<file path="src/rtl/multicycle_control_fsm.sv">
// Control sequencer for the multicycle RISC-V core. Walks one instruction at
// a time through fetch/decode/execute/memory/writeback and drives every
// datapath select and enable, stalling on the memory ready handshake.
module multicycle_control_fsm (
  input  logic       clk,
  input  logic       rst,
  input  logic [6:0] Op,
  input  logic       funct3_0,
  input  logic       Zero,
  input  logic       mem_ready,
  output logic       MemReq,
  output logic       MemWrite,
  output logic       AdrSrc,
  output logic       IRWrite,
  output logic       PCWrite,
  output logic       RegWrite,
  output logic [1:0] ResultSrc,
  output logic [1:0] ALUSrcA,
  output logic [1:0] ALUSrcB,
  output logic [1:0] ALUOp,
  output logic [1:0] ImmSrc,
  output logic [3:0] state,
  output logic       illegal
);

  localparam logic [6:0] OP_LOAD  = 7'b0000011;
  localparam logic [6:0] OP_STORE = 7'b0100011;
  localparam logic [6:0] OP_R     = 7'b0110011;
  localparam logic [6:0] OP_I     = 7'b0010011;
  localparam logic [6:0] OP_BR    = 7'b1100011;
  localparam logic [6:0] OP_JAL   = 7'b1101111;
  localparam logic [6:0] OP_JALR  = 7'b1100111;

  typedef enum logic [3:0] {
    S_FETCH    = 4'd0,
    S_DECODE   = 4'd1,
    S_MEMADR   = 4'd2,
    S_MEMREAD  = 4'd3,
    S_MEMWB    = 4'd4,
    S_MEMWRITE = 4'd5,
    S_EXECR    = 4'd6,
    S_EXECI    = 4'd7,
    S_ALUWB    = 4'd8,
    S_BRANCH   = 4'd9,
    S_JAL      = 4'd10,
    S_JALR     = 4'd11,
    S_LINK     = 4'd12,
    S_TRAP     = 4'd13
  } state_e;

  state_e state_q;
  state_e state_d;

  // Immediate format follows the opcode directly, independent of state.
  function automatic logic [1:0] imm_src(input logic [6:0] op);
    case (op)
      OP_STORE:               imm_src = 2'b11;
      OP_BR:                  imm_src = 2'b10;
      OP_I, OP_LOAD, OP_JALR: imm_src = 2'b01;
      default:                imm_src = 2'b00;
    endcase
  endfunction

  // Next-state selection; memory states hold until mem_ready completes the access.
  always_comb begin
    state_d = state_q;
    case (state_q)
      S_FETCH:    if (mem_ready) state_d = S_DECODE;
      S_DECODE: begin
        case (Op)
          OP_LOAD, OP_STORE: state_d = S_MEMADR;
          OP_R:              state_d = S_EXECR;
          OP_I:              state_d = S_EXECI;
          OP_BR:             state_d = S_BRANCH;
          OP_JAL:            state_d = S_JAL;
          OP_JALR:           state_d = S_JALR;
          default:           state_d = S_TRAP;
        endcase
      end
      S_MEMADR:   state_d = (Op == OP_LOAD) ? S_MEMREAD : S_MEMWRITE;
      S_MEMREAD:  if (mem_ready) state_d = S_MEMWB;
      S_MEMWB:    state_d = S_FETCH;
      S_MEMWRITE: if (mem_ready) state_d = S_FETCH;
      S_EXECR:    state_d = S_ALUWB;
      S_EXECI:    state_d = S_ALUWB;
      S_ALUWB:    state_d = S_FETCH;
      S_BRANCH:   state_d = S_FETCH;
      S_JAL:      state_d = S_ALUWB;
      // JALR redirects the PC first, then LINK forms OldPC+4 for rd, so rs1
      // has already been consumed before rd is written.
      S_JALR:     state_d = S_LINK;
      S_LINK:     state_d = S_ALUWB;
      S_TRAP:     state_d = S_TRAP;
      default:    state_d = S_FETCH;
    endcase
  end

  // State register; reset always lands in FETCH and abandons any pending access.
  always_ff @(posedge clk) begin
    if (rst) state_q <= S_FETCH;
    else     state_q <= state_d;
  end

  // Output decode of the current state; reset forces every output low at once
  // so an in-flight memory request is dropped in the reset cycle itself.
  always_comb begin
    MemReq    = 1'b0;
    MemWrite  = 1'b0;
    AdrSrc    = 1'b0;
    IRWrite   = 1'b0;
    PCWrite   = 1'b0;
    RegWrite  = 1'b0;
    ResultSrc = 2'b00;
    ALUSrcA   = 2'b00;
    ALUSrcB   = 2'b00;
    ALUOp     = 2'b00;
    ImmSrc    = 2'b00;
    state     = 4'd0;
    illegal   = 1'b0;
    if (!rst) begin
      state  = state_q;
      ImmSrc = imm_src(Op);
      case (state_q)
        S_FETCH: begin
          MemReq    = 1'b1;
          ALUSrcB   = 2'b10;
          ResultSrc = 2'b10;
          IRWrite   = mem_ready;
          PCWrite   = mem_ready;
        end
        S_DECODE: begin
          ALUSrcA = 2'b01;
          ALUSrcB = 2'b01;
        end
        S_MEMADR: begin
          ALUSrcA = 2'b10;
          ALUSrcB = 2'b01;
        end
        S_MEMREAD: begin
          MemReq = 1'b1;
          AdrSrc = 1'b1;
        end
        S_MEMWB: begin
          ResultSrc = 2'b01;
          RegWrite  = 1'b1;
        end
        S_MEMWRITE: begin
          MemReq   = 1'b1;
          MemWrite = 1'b1;
          AdrSrc   = 1'b1;
        end
        S_EXECR: begin
          ALUSrcA = 2'b10;
          ALUOp   = 2'b10;
        end
        S_EXECI: begin
          ALUSrcA = 2'b10;
          ALUSrcB = 2'b01;
          ALUOp   = 2'b11;
        end
        S_ALUWB: begin
          RegWrite = 1'b1;
        end
        S_BRANCH: begin
          ALUSrcA = 2'b10;
          ALUOp   = 2'b01;
          PCWrite = Zero ^ funct3_0;
        end
        S_JAL: begin
          ALUSrcA = 2'b01;
          ALUSrcB = 2'b10;
          PCWrite = 1'b1;
        end
        S_JALR: begin
          ALUSrcA   = 2'b10;
          ALUSrcB   = 2'b01;
          ResultSrc = 2'b10;
          PCWrite   = 1'b1;
        end
        S_LINK: begin
          ALUSrcA = 2'b01;
          ALUSrcB = 2'b10;
        end
        S_TRAP: begin
          illegal = 1'b1;
        end
        default: begin
          ImmSrc = 2'b00;
        end
      endcase
    end
  end

endmodule

</file>
<file path="config.mk">
export PLATFORM = sky130hd
export DESIGN_NAME = multicycle_control_fsm
export DESIGN_NICKNAME = d
export VERILOG_FILES = /design/src/rtl/multicycle_control_fsm.sv
export SDC_FILE = /design/constraint.sdc
export NUM_CORES = 1
export LEC_CHECK = 0
export ABC_AREA = 0
export CORE_MARGIN = 5
export CORE_UTILIZATION = 41
export CTS_CLUSTER_DIAMETER = 100
export DETAILED_ROUTE_END_ITERATION = 8
export PLACE_DENSITY = 0.87
export SETUP_SLACK_MARGIN = 0.1
export SLEW_MARGIN = 20
export SYNTH_ARGS = -nofsm -noshare
export SYNTH_HDL_FRONTEND = slang
export SYNTH_SLANG_ARGS = --single-unit
</file>
<file path="constraint.sdc">
create_clock -name clk -period 2.2 [get_ports clk]
set_clock_uncertainty 0.2 [all_clocks]
set_input_delay 0.55 -clock clk [delete_from_list [all_inputs] [get_ports clk]]
set_output_delay 0.55 -clock clk [all_outputs]
set_load 0.005 [all_outputs]
</file>
==> metrics.txt, run 1 <==
FP Rows 15; cell area after synthesis 748 µm²; type of pin the worst path ends at primary output; post-synth net total 128; count of buffers inserted at the top-level ports 32; proportion of synthesized area in mux cells 2.68%; sequential fraction of the synthesis area between 10 and 15%; final RePlAce weighted congestion 0.843; run status aborted with a tool error; average cell area after synthesis 6.45 µm²; xor and xnor area share after synthesis 4.68%; first error message [ERROR DPL-0038] Utilization greater than 100%, impossible to legalize; sink count of the clock tree 4; Max Root-Sink Buffers 2; # placed instances between 150 and 200; Starting Density 43.3%; buffer type at the clock tree root sky130_fd_sc_hd__clkbuf_4; number of CTS-inserted buffers 3; post-synthesis adder-cell area fraction 0%; Detailed Place HPWL 2290 µm; cell count after synthesis 116; last stage the flow got to 5_1_grt; ys async rst share 0%; Max H-tree Level 1; Die Width 52.7 µm; distinct cell type count after synthesis 43; number of buffers inserted by hold repair at cts 0; flip-flop and latch count after synthesis 4; I/O Pins 33; YS warnings 0; Placement Cell Area 0.00129 mm²; area fraction in compound gates after synthesis 27.3%; simple-gate portion of the synthesized area 45.2%; height of the die ~53 µm; Post-synth EDFFs 0; Worst endpoint, post-GRT repair ALUSrcA[0]; predominant post-synthesis flop cell sky130_fd_sc_hd__dfxtp_1; main combinational cell family by area after synthesis simple AND/OR/NAND/NOR gates; pin count of the biggest net entering global routing 12
[cell usage after synthesis (all sizes together), types with 2 or more instances]
cell type	instances	area (µm²)
nor4	2	12.5
nor3	6	30.0
nor2	15	56.3
nand3b	2	15.0
or3	2	12.5
dfxtp	4	80.1
nand2b	5	31.3
inv	3	11.3
nand2	8	30.0
a21oi	6	30.0
clkbuf	5	18.8
o211ai	2	15.0
and3b	2	17.5
mux2i	2	20.0
buf	7	41.3
nand3	4	20.0
o31ai	2	15.0
and2	2	12.5
and3	2	12.5
o21ai	4	20.0
a31oi	4	25.0
nor2b	6	37.5
a31o	2	17.5
xor2	3	26.3
[per-stage QoR]
step	setup WS, ns	TNS (ns)	hold WS (ns)
4_1_cts	-0.0383	-0.0807	0.521
3_5_place_dp	-0.747	-12.16	0.528
3_3_place_gp	-0.612	-10.56	0.498
2_1_floorplan	0.176	0	0.435
[kinds of logic after synthesis]
| family | Yosys count |
|---|---|
| AND/OR/NAND/NOR | 61 |
| flip-flops | 4 |
| multiplexers | 2 |
| XOR/XNOR | 4 |
| AO/OA/AOI/OAI | 30 |
| buffers and inverters | 15 |
[timing repair]
| item | in CTS |
|---|---|
| endpoints found under the setup margin | 21 |
| buffers inserted | 20 |
| resized for setup | 125 |
| pin swaps | 16 |
| endpoints found under the hold margin | 0 |
==> inputs of run 2 (changes only) <==
CORE_AREA = 5 5 66 68   (was default)
CORE_MARGIN = default   (was 5)
CORE_UTILIZATION = default   (was 41)
CTS_CLUSTER_DIAMETER = default   (was 100)
DIE_AREA = 0 0 71 73   (was default)
PLACE_DENSITY = default   (was 0.87)
PLACE_DENSITY_LB_ADDON = 0.15   (was default)
SETUP_SLACK_MARGIN = default   (was 0.1)
==> metrics.txt, run 2 <==
Avg Vias per Cell 4.61; DRT Pass-1 Iters 6; total wire length 3010 µm; flip-flop count of the largest register, all copies and words added 4; post-synthesis adder-cell area fraction 0% (unchanged); PD cells around 360 mW/mm²; Post-synth EDFFs 0 (unchanged); Max Root-Sink Buffers 2 (unchanged); count of buffers inserted at the top-level ports 32 (unchanged); average cell area after synthesis 6.45 µm² (unchanged); fraction of final layout cells sized beyond drive strength 1 a little under half; number of cells traversed by the worst register-to-register path 5; Synth top area share 10.7% (unchanged); routed len/inst 12.7 µm; ys async rst share 0% (unchanged); headroom to the max-slew limit 71.9%; standard cell with the maximum stage delay on the critical path sky130_fd_sc_hd__dfxtp_4; path class of the lowest-slack min-delay path reg2reg; predominant post-synthesis flop cell sky130_fd_sc_hd__dfxtp_1 (unchanged); final RePlAce weighted congestion 0.852 (was 0.843); post-synth net total 128 (unchanged); Yosys top cell by area sky130_fd_sc_hd__dfxtp_1 (unchanged); area of the core 0.00380 mm²; least setup slack across all paths after layout -0.00935 ns; CP max FO 5; height of the die 73 µm (was 52.7 µm); Least-Margin Pin Slew 0.418 ns; sink count of the clock tree 4 (unchanged); area fraction in compound gates after synthesis 27.3% (unchanged); cells along the critical path buf_6 -> buf_6 -> xor2_2 -> nand2_1 -> o21a_1 -> nor2_1 -> buf_2; Max-cap violations 0; most used cells in the layout excluding fill and tap cells sky130_fd_sc_hd__buf_4 (42), sky130_fd_sc_hd__nor2_1 (12), sky130_fd_sc_hd__dlygate4sd2_1 (12); peak clock frequency supported by timing 453 MHz; proportion of synthesized area in mux cells 2.68% (unchanged); cell area after synthesis 748 µm² (unchanged); top cell types by occurrence after synthesis sky130_fd_sc_hd__nor2_1 (15), sky130_fd_sc_hd__nand2_1 (8), sky130_fd_sc_hd__a21oi_1 (6), sky130_fd_sc_hd__nor2b_1 (6), sky130_fd_sc_hd__nor3_1 (6) (unchanged); unrepaired setup endpoints after global routing true; Pins Over Slew Limit 0; distinct cell type count after synthesis 43 (unchanged); CP dominant cell by count sky130_fd_sc_hd__buf_6; wl on met1 1270 µm; most frequently used cell type in the post-synthesis netlist sky130_fd_sc_hd__nor2_1 (unchanged); antenna cell count 0; flip-flop and latch count after synthesis 4 (unchanged); buffer type at the clock tree root sky130_fd_sc_hd__clkbuf_8 (was sky130_fd_sc_hd__clkbuf_4); post-route setup TNS -0.00935 ns; CP startpoint state_q[1]; cell count after synthesis 116 (unchanged); antenna violations before repair 0; clock transition at the registers of the reported paths 0.03 ns; via count of the first global-routing pass 1,087; leakage component of the power 0.000754 µW; main combinational cell family by area after synthesis simple AND/OR/NAND/NOR gates (unchanged); metal2 WL 1520 µm; most area-consuming cells after synthesis sky130_fd_sc_hd__dfxtp_1 (11%), sky130_fd_sc_hd__nor2_1 (7.5%), sky130_fd_sc_hd__nor2b_1 (5.0%) (unchanged); wire length of the first global-routing pass 5010 µm; number of buffers inserted by hold repair at cts 0 (unchanged); required time reported for the critical path endpoint 1.45 ns; Max H-tree Level 1 (unchanged); highest ir drop seen on vdd 0.103 mV; WP data arrival 1.46 ns; Final #Nets 201; Worst Setup Start Kind register; failing checks setup timing; Starting Density 19.7% (was 43.3%); setup slack of the worst register-to-register path around 0.52 ns; path type of the worst setup path reg2out; maximum cell stage delay along the critical path 0.35 ns; Final Hold Viols 0; r2r startpoint state_q[3]; GRT Residual Overflow 0; Detailed Place HPWL 2300 µm (was 2290 µm); pin count of the biggest net entering global routing 13; via count between 1,000 and 1,500; number of setup violations in the final report 1; Tcrit/Tclk final 100%; sequential fraction of the synthesis area 10.7% (unchanged); final period demand of the worst path 2.21 ns; latest clock arrival within the worst-skew pair 0.21 ns; xor and xnor area share after synthesis 4.68% (unchanged); Util after Layout 40.0%; largest registers state_q (4); clock tree from TritonCTS done; FP Rows 23 (was 15); leading cell type in the layout, fill and taps excluded sky130_fd_sc_hd__buf_4; simple-gate portion of the synthesized area 45.2% (unchanged); FILL cells 416; I/O Pins 33 (unchanged); Crit. End Element output pin; layout overhead on the synthesized area 103%; Most flops, register state_q; area enclosed by the die boundary 0.00518 mm²; R2R Path End state_q[0]; number of CTS-inserted buffers 3 (unchanged); timing endpoint of the critical path ALUSrcA[0]; violation count after the first detailed-route iteration 43; Total Routing Usage GR 11.7%; Met3 Wirelength 178 µm; run status finished, violations left (was aborted with a tool error); uppermost layer routed met4; antenna violation net count after detailed routing 0; Die Width 71 µm (was 52.7 µm); YS warnings 0 (unchanged); Residual DRC 0
==> run 2: cell counts after synthesis <==
No cell type changed its count.
==> run 2: per-stage QoR <==
stage | hold slack [ns] | setup WS (ns) | total power, µW | instances | cell area, µm²
CTS | 0.466 | -0.147 | 543 | 230 | 1460
global route | 0.540 | -0.0800 | 597 | 237 | 1520
detailed placement | 0.519 | -0.657 | 389 | 222 | 1350
global placement | 0.520 | -0.640 | 388 | 222 | 1350
floorplan | 0.435 | 0.176 | 230 | 116 | 748
finish | 0.451 | -0.00935 | 551 | 237 | 1520
==> run 2: worst max-delay path, delay by kind of cell (launching register included) <==
kind                      cells  cell delay [ns]
buffers and inverters         3             0.37
DFF                           1             0.35
xor gates and xnor gates      1             0.17
and+or+nand+nor               2             0.17
AOI/OAI and AO/OA             1             0.20
==> run 2: metal layers <==
layer	GRT usage (%)	up-vias
met3	2.62	4
met1	13.4	485
met2	21.4	37
li1	-	566
met4	4.18	0
met5	0	-
==> run 2: cells by family after synthesis <==
| group | after synthesis |
|---|---|
| and+or+nand+nor | 61 |
| DFF | 4 |
| xor gates and xnor gates | 4 |
| muxes | 2 |
| AOI/OAI and AO/OA | 30 |
| buffers and inverters | 15 |
==> run 2: worst min-delay path by stage <==
stage | depth (start not counted) | slack [ns] | start | to
2_1_floorplan | 4 | 0.43 | state_q[3] | state_q[0]
5_1_grt | 2 | 0.54 | state_q[2] | state_q[1]
3_3_place_gp | 2 | 0.52 | state_q[2] | state_q[1]
6_report | 2 | 0.45 | state_q[2] | state_q[1]
3_5_place_dp | 2 | 0.52 | state_q[2] | state_q[1]
4_1_cts | 2 | 0.47 | state_q[2] | state_q[1]
==> run 2: final cells by class <==
cell class / count / area, µm² / share of cell area [%]
well taps: 50 / 62.6 / 4.12
inverters: 3 / 11.3 / 0.741
flip-flops and latches: 4 / 90.1 / 5.93
multi-input cells: 97 / 679 / 44.7
clock buffers: 3 / 41.3 / 2.72
repair buffers: 80 / 634 / 41.8
==> run 2: repair_timing <==
| item | CTS | global route |
|---|---|---|
| gates cloned | 0 | 0 |
| setup buffers | 5 | 7 |
| setup endpoints to repair | 21 | 12 |
| endpoints found under the hold margin | 0 | 0 |
| resized for setup | 89 | 18 |
| pin swaps | 14 | 10 |
==> run 2: report_power, final <==
| group | total [µW] | internal [µW] | switching (µW) |
|---|---|---|---|
| combinational | 311 | 170 | 141 |
| sequential | 90.8 | 79.8 | 11.0 |
| clock | 150 | 116 | 33.4 |
(Power assumes the default switching activity.)
==> inputs of run 3 (changes only) <==
CORE_AREA = 2 2 63 65   (was 5 5 66 68)
CTS_CLUSTER_SIZE = 28   (was default)
DIE_AREA = 0 0 65 67   (was 0 0 71 73)
==> metrics.txt, run 3 (synthesized netlist as in run 2, its figures left out) <==
via count 1,088 (was 1,092); area of the core 0.00361 mm² (was 0.00380 mm²); WP data arrival 1.44 ns (was 1.46 ns); r2r startpoint state_q[3] (unchanged); PD cells 385 mW/mm² (was 363 mW/mm²); via count of the first global-routing pass 1,097 (was 1,087); headroom to the max-slew limit 76.1% (was 71.9%); Most flops, register state_q (unchanged); Detailed Place HPWL 2270 µm (was 2300 µm); largest registers state_q (4) (unchanged); antenna violations before repair 0 (unchanged); maximum cell stage delay along the critical path 0.55 ns (was 0.35 ns); wire length of the first global-routing pass 4890 µm (was 5010 µm); final RePlAce weighted congestion 0.850 (was 0.852); GRT Residual Overflow 0 (unchanged); flip-flop count of the largest register, all copies and words added 4 (unchanged); most used cells in the layout excluding fill and tap cells sky130_fd_sc_hd__buf_4 (40), sky130_fd_sc_hd__dlygate4sd2_1 (14), sky130_fd_sc_hd__nor2_1 (13) (was sky130_fd_sc_hd__buf_4 (42), sky130_fd_sc_hd__nor2_1 (12), sky130_fd_sc_hd__dlygate4sd2_1 (12)); I/O Pins 33 (unchanged); routed len/inst 12.3 µm (was 12.7 µm); Util after Layout 40.8% (was 40.0%); sink count of the clock tree 4 (unchanged); layout overhead on the synthesized area 96.7% (was 103%); peak clock frequency supported by timing 456 MHz (was 453 MHz); number of setup violations in the final report 0 (was 1); required time reported for the critical path endpoint 1.45 ns (about the same); count of buffers inserted at the top-level ports 32 (unchanged); number of cells traversed by the worst register-to-register path 5 (unchanged); CP max FO 5 (unchanged); path class of the lowest-slack min-delay path reg2reg (unchanged); Max-cap violations 0 (unchanged); violation count after the first detailed-route iteration 27 (was 43); Final #Nets 197 (was 201); Pins Over Slew Limit 0 (unchanged); latest clock arrival within the worst-skew pair 0.21 ns (about the same); buffer type at the clock tree root sky130_fd_sc_hd__clkbuf_8 (unchanged); standard cell with the maximum stage delay on the critical path sky130_fd_sc_hd__or4b_4 (was sky130_fd_sc_hd__dfxtp_4); setup slack of the worst register-to-register path 0.46 ns (was 0.52 ns); Max H-tree Level 1 (unchanged); Worst Hold Endpoint state_q[2] (was state_q[1]); clock transition at the registers of the reported paths 0.03 ns (about the same); # placed instances 225 (was 222); Total Routing Usage GR 13.9% (was 11.7%); height of the die 67 µm (was 73 µm); Hold Crit Depth 3 (was 2); antenna cell count 0 (unchanged); antenna violation net count after detailed routing 0 (unchanged); Max Root-Sink Buffers 2 (unchanged); Least-Margin Pin Slew 0.355 ns (was 0.418 ns); Tcrit/Tclk final 99.7% (was 100%); path type of the worst setup path reg2out (unchanged); number of CTS-inserted buffers 3 (unchanged); highest ir drop seen on vdd 0.255 mV (was 0.103 mV); final cell count without fillers 231 (was 237); total wire length 2850 µm (was 3010 µm); Avg Vias per Cell 4.71 (was 4.61); unrepaired setup endpoints after global routing true (unchanged); clock tree from TritonCTS done (unchanged); Crit. End Element output pin (unchanged); leading cell type in the layout, fill and taps excluded sky130_fd_sc_hd__buf_4 (unchanged); hold wc startpoint state_q[0] (was state_q[2]); Starting Density 20.7% (was 19.7%); cells along the critical path or4b_4 -> o21a_1 -> nor2_1 -> buf_2 (was buf_6 -> buf_6 -> xor2_2 -> nand2_1 -> o21a_1 -> nor2_1 -> buf_2); leakage component of the power 0.000723 µW (was 0.000754 µW); R2R Path End state_q[0] (unchanged); FP Rows 22 (was 23); fraction of final layout cells sized beyond drive strength 1 44.8% (was 47.6%); run status completed (was finished, violations left); area enclosed by the die boundary 0.00436 mm² (was 0.00518 mm²); final period demand of the worst path 2.19 ns (was 2.21 ns); Die Width 65 µm (was 71 µm); Residual DRC 0 (unchanged); Final Hold Viols 0 (unchanged); DRT Pass-1 Iters 4 (was 6); Worst Setup Start Kind register (unchanged); pin count of the biggest net entering global routing 13 (unchanged)
## run 3: worst max path at each step
stage	endpoint	startpoint	slack (ns)
global route	ALUSrcA[0]	state_q[3]	-0.04
CTS	PCWrite	Zero	-0.1
floorplan	MemReq	rst	0.18
detailed placement	PCWrite	rst	-0.75
global placement	ImmSrc[0]	rst	-0.70
finish	ALUSrcA[0]	state_q[3]	0.007
## run 3: metrics by stage
step | total power [µW] | TNS (ns) | cell area [µm²] | setup slack (ns) | hold slack (ns)
after global routing | 610 | -0.0835 | 1470 | -0.0436 | 0.535
after CTS | 563 | -0.0966 | 1460 | -0.0953 | 0.502
final | 567 | 0 | 1470 | 0.00711 | 0.499
after detailed placement | 405 | -13.17 | 1380 | -0.750 | 0.516
after floorplan | 230 | 0 | 748 | 0.176 | 0.435
after global placement | 402 | -12.88 | 1380 | -0.704 | 0.528
## run 3: layout make-up
| type | count | area (µm²) |
|---|---|---|
| Clock buffer | 3 | 41.3 |
| Fill cell | 399 | 2130 |
| Inverter | 3 | 11.3 |
| Multi-Input combinational cell | 97 | 673 |
| Sequential cell | 4 | 90.1 |
| Tap cell | 48 | 60.1 |
| Timing Repair Buffer | 76 | 596 |
## run 3: where the power goes
part	switching (µW)	leakage (µW)	total, µW	internal [µW]
Combinational	145	0.000666	322	177
Clock	37.4	0.0000216	154	117
Sequential	10.7	0.0000350	90.5	79.7
Total	193	0.000723	567	373
## run 3: per-layer routing
layer	share of wire, %	up-vias	GRT usage (%)	wire length (µm)
met1	46	506	17.5	1310
met5	0	-	0	0
met4	0.42	0	2.39	12
met3	2.3	2	1.01	65
li1	-	558	-	-
met2	51	22	25.9	1460
## run 3: what timing repair did
action,4_1_cts,5_1_grt
hold buffers,0,0
setup endpoints to repair,21,12
hold endpoints to repair,0,0
gates resized for setup,81,21
setup buffers,3,0
pin swaps,7,9
## run 3: critical path, delay by kind of cell (launching register included)
family	cells	cell delay, ns
AOI/OAI and AO/OA	1	0.12
DFF	1	0.35
buffers and inverters	1	0.12
and+or+nand+nor	2	0.64
==> inputs of run 4 (changes only) <==
CELL_PAD_IN_SITES_DETAIL_PLACEMENT = 2   (was default)
CELL_PAD_IN_SITES_GLOBAL_PLACEMENT = 2   (was default)
CORE_AREA = default   (was 2 2 63 65)
CORE_UTILIZATION = 20   (was default)
DIE_AREA = default   (was 0 0 65 67)
==> metrics.txt, run 4 (synthesized netlist as in run 2, its figures left out) <==
run status finished, violations left (was completed); failing checks setup timing; violation count after the first detailed-route iteration 33 (was 27); dominant delay contributor by cell family on the critical path buffers and inverters (was simple AND/OR/NAND/NOR gates); via count of the first global-routing pass 1,394 (was 1,097); total wire length 5050 µm (was 2850 µm); Max-cap violations 0 (unchanged); cells along the critical path buf_6 -> buf_6 -> nor2b_4 -> o31a_1 -> nor3_1 -> buf_2 (was or4b_4 -> o21a_1 -> nor2_1 -> buf_2); most used cells in the layout excluding fill and tap cells sky130_fd_sc_hd__buf_4 (47), sky130_fd_sc_hd__dlygate4sd2_1 (14), sky130_fd_sc_hd__nor2_1 (11) (was sky130_fd_sc_hd__buf_4 (40), sky130_fd_sc_hd__dlygate4sd2_1 (14), sky130_fd_sc_hd__nor2_1 (13)); post-route setup TNS -0.217 ns (was 0 ns); proportion of power drawn by flip-flops and latches 14.4% (was 16.0%); area enclosed by the die boundary 0.00399 mm² (was 0.00436 mm²); path type of the worst setup path reg2out (unchanged); fraction of final layout cells sized beyond drive strength 1 54.4% (was 44.8%); Die Width 63.2 µm (was 65 µm); clock tree from TritonCTS done (unchanged); switching pwr 248 µW (was 193 µW); CP max FO 6 (was 5); antenna violations before repair 0 (unchanged); buffer type at the clock tree root sky130_fd_sc_hd__clkbuf_8 (unchanged); Avg Vias per Cell 5.10 (was 4.71); Final Hold Viols 0 (unchanged); Tcrit/Tclk final 104% (was 99.7%); Least-Margin Pin Slew 0.416 ns (was 0.355 ns); antenna cell count 0 (unchanged); antenna violation net count after detailed routing 0 (unchanged); pin count of the biggest net entering global routing 9 (was 13); Most flops, register state_q (unchanged); GRT Residual Overflow 0 (unchanged); layout overhead on the synthesized area 120% (was 96.7%); Met3 Wirelength 163 µm (was 65 µm); number of setup violations in the final report 5 (was 0); Pins Over Slew Limit 0 (unchanged); WP data arrival 1.54 ns (was 1.44 ns); internal power of the cells 402 µW (was 373 µW); clock transition at the registers of the reported paths 0.03 ns (about the same); unrepaired setup endpoints after global routing true (unchanged); leakage component of the power 0.000789 µW (was 0.000723 µW); path class of the lowest-slack min-delay path in2reg (was reg2reg); via count 1,228 (was 1,088); maximum cell stage delay along the critical path 0.35 ns (was 0.55 ns); Residual DRC 0 (unchanged); final period demand of the worst path 2.29 ns (was 2.19 ns); highest ir drop seen on vdd 0.303 mV (was 0.255 mV); sink count of the clock tree 4 (unchanged); Logic pwr share 59.9% (was 56.9%); count of buffers inserted at the top-level ports 32 (unchanged); wl on met1 2140 µm (was 1310 µm); Max Root-Sink Buffers 2 (unchanged); Buf+Inv Stages, Crit Path 3 (was 1); routed len/inst 21.0 µm (was 12.3 µm); peak clock frequency supported by timing 436 MHz (was 456 MHz); number of CTS-inserted buffers 3 (unchanged); flip-flop count of the largest register, all copies and words added 4 (unchanged); FP Rows 21 (was 22); uppermost layer routed met4 (unchanged); Detailed Place HPWL 3010 µm (was 2270 µm); switching part of the total power 38.2% (was 34.1%); leading cell type in the layout, fill and taps excluded sky130_fd_sc_hd__buf_4 (unchanged); height of the die 63.2 µm (was 67 µm); final RePlAce weighted congestion 0.774 (was 0.850); FILL cells 412 (was 399); DRT Pass-1 Iters 4 (unchanged); least setup slack across all paths after layout -0.0936 ns (was 0.00711 ns); largest registers state_q (4) (unchanged); Crit. End Element output pin (unchanged); metal2 WL 2680 µm (was 1460 µm); required time reported for the critical path endpoint 1.45 ns (about the same); Max H-tree Level 1 (unchanged); I/O Pins 33 (unchanged); area of the core 0.00347 mm² (was 0.00361 mm²); latest clock arrival within the worst-skew pair 0.23 ns (was 0.21 ns); headroom to the max-slew limit 72.0% (was 76.1%); standard cell with the maximum stage delay on the critical path sky130_fd_sc_hd__dfxtp_4 (was sky130_fd_sc_hd__or4b_4); CP dominant cell by count sky130_fd_sc_hd__buf_6; Worst Setup Start Kind register (unchanged); PD cells 395 mW/mm² (was 385 mW/mm²); Starting Density 21.6% (was 20.7%); wire length of the first global-routing pass 7800 µm (was 4890 µm); Final #Nets 209 (was 197); clock network fraction of total power 25.7% (was 27.2%); Total Routing Usage GR 26.0% (was 13.9%); hold_ws 0.413 ns (was 0.499 ns)
[run 4: timing repair]
item                                    in CTS  in global routing
hold buffers                                 0                  0
pin swaps                                   14                 12
endpoints found under the setup margin      21                 14
resized for setup                          109                 25
setup buffers                               14                  3
[run 4: layout make-up]
| class | count | area, µm² | share of cell area [%] |
|---|---|---|---|
| multi-input cells | 97 | 742 | 45.0 |
| inverters | 3 | 11.3 | 0.683 |
| well taps | 46 | 57.6 | 3.49 |
| flip-flops and latches | 4 | 95.1 | 5.77 |
| repair buffers | 88 | 702 | 42.6 |
| clock buffers | 3 | 41.3 | 2.50 |
[run 4: worst paths after layout]
check	start	to	slack, ns	depth (start not counted)
hold reg to reg	state_q[3]	state_q[3]	0.43	2
hold / removal	rst	state_q[3]	0.41	2
setup reg to reg	state_q[3]	state_q[0]	0.46	5
setup / recovery	state_q[3]	ALUSrcB[1]	-0.09	6
[run 4: through the flow]
step	cells	area (µm²)	total power, µW	util, %	worst slack [ns]
2_1_floorplan	116	748	230	-	0.176
3_3_place_gp	221	1360	397	39.2	-0.756
3_5_place_dp	221	1360	415	39.2	-0.824
4_1_cts	238	1600	611	46.1	-0.0296
5_1_grt	241	1650	685	47.5	-0.151
6_report	241	1650	651	47.5	-0.0936
[run 4: power by group through the flow]
stage               Clock [µW]  Combinational [µW]  Sequential (µW)
detailed placement           0                 323             92.1
global placement             0                 306             90.9
floorplan                    0                 146             83.6
CTS                        161                 357             92.1
finish                     167                 390             93.9
global route               172                 419             94.0
[run 4: per-layer routing]
layer / GRT usage, % / up-vias
met1: 30.6 / 618
met2: 49.2 / 21
met3: 3.80 / 9
met5: 0 / -
li1: - / 580
met4: 4.36 / 0
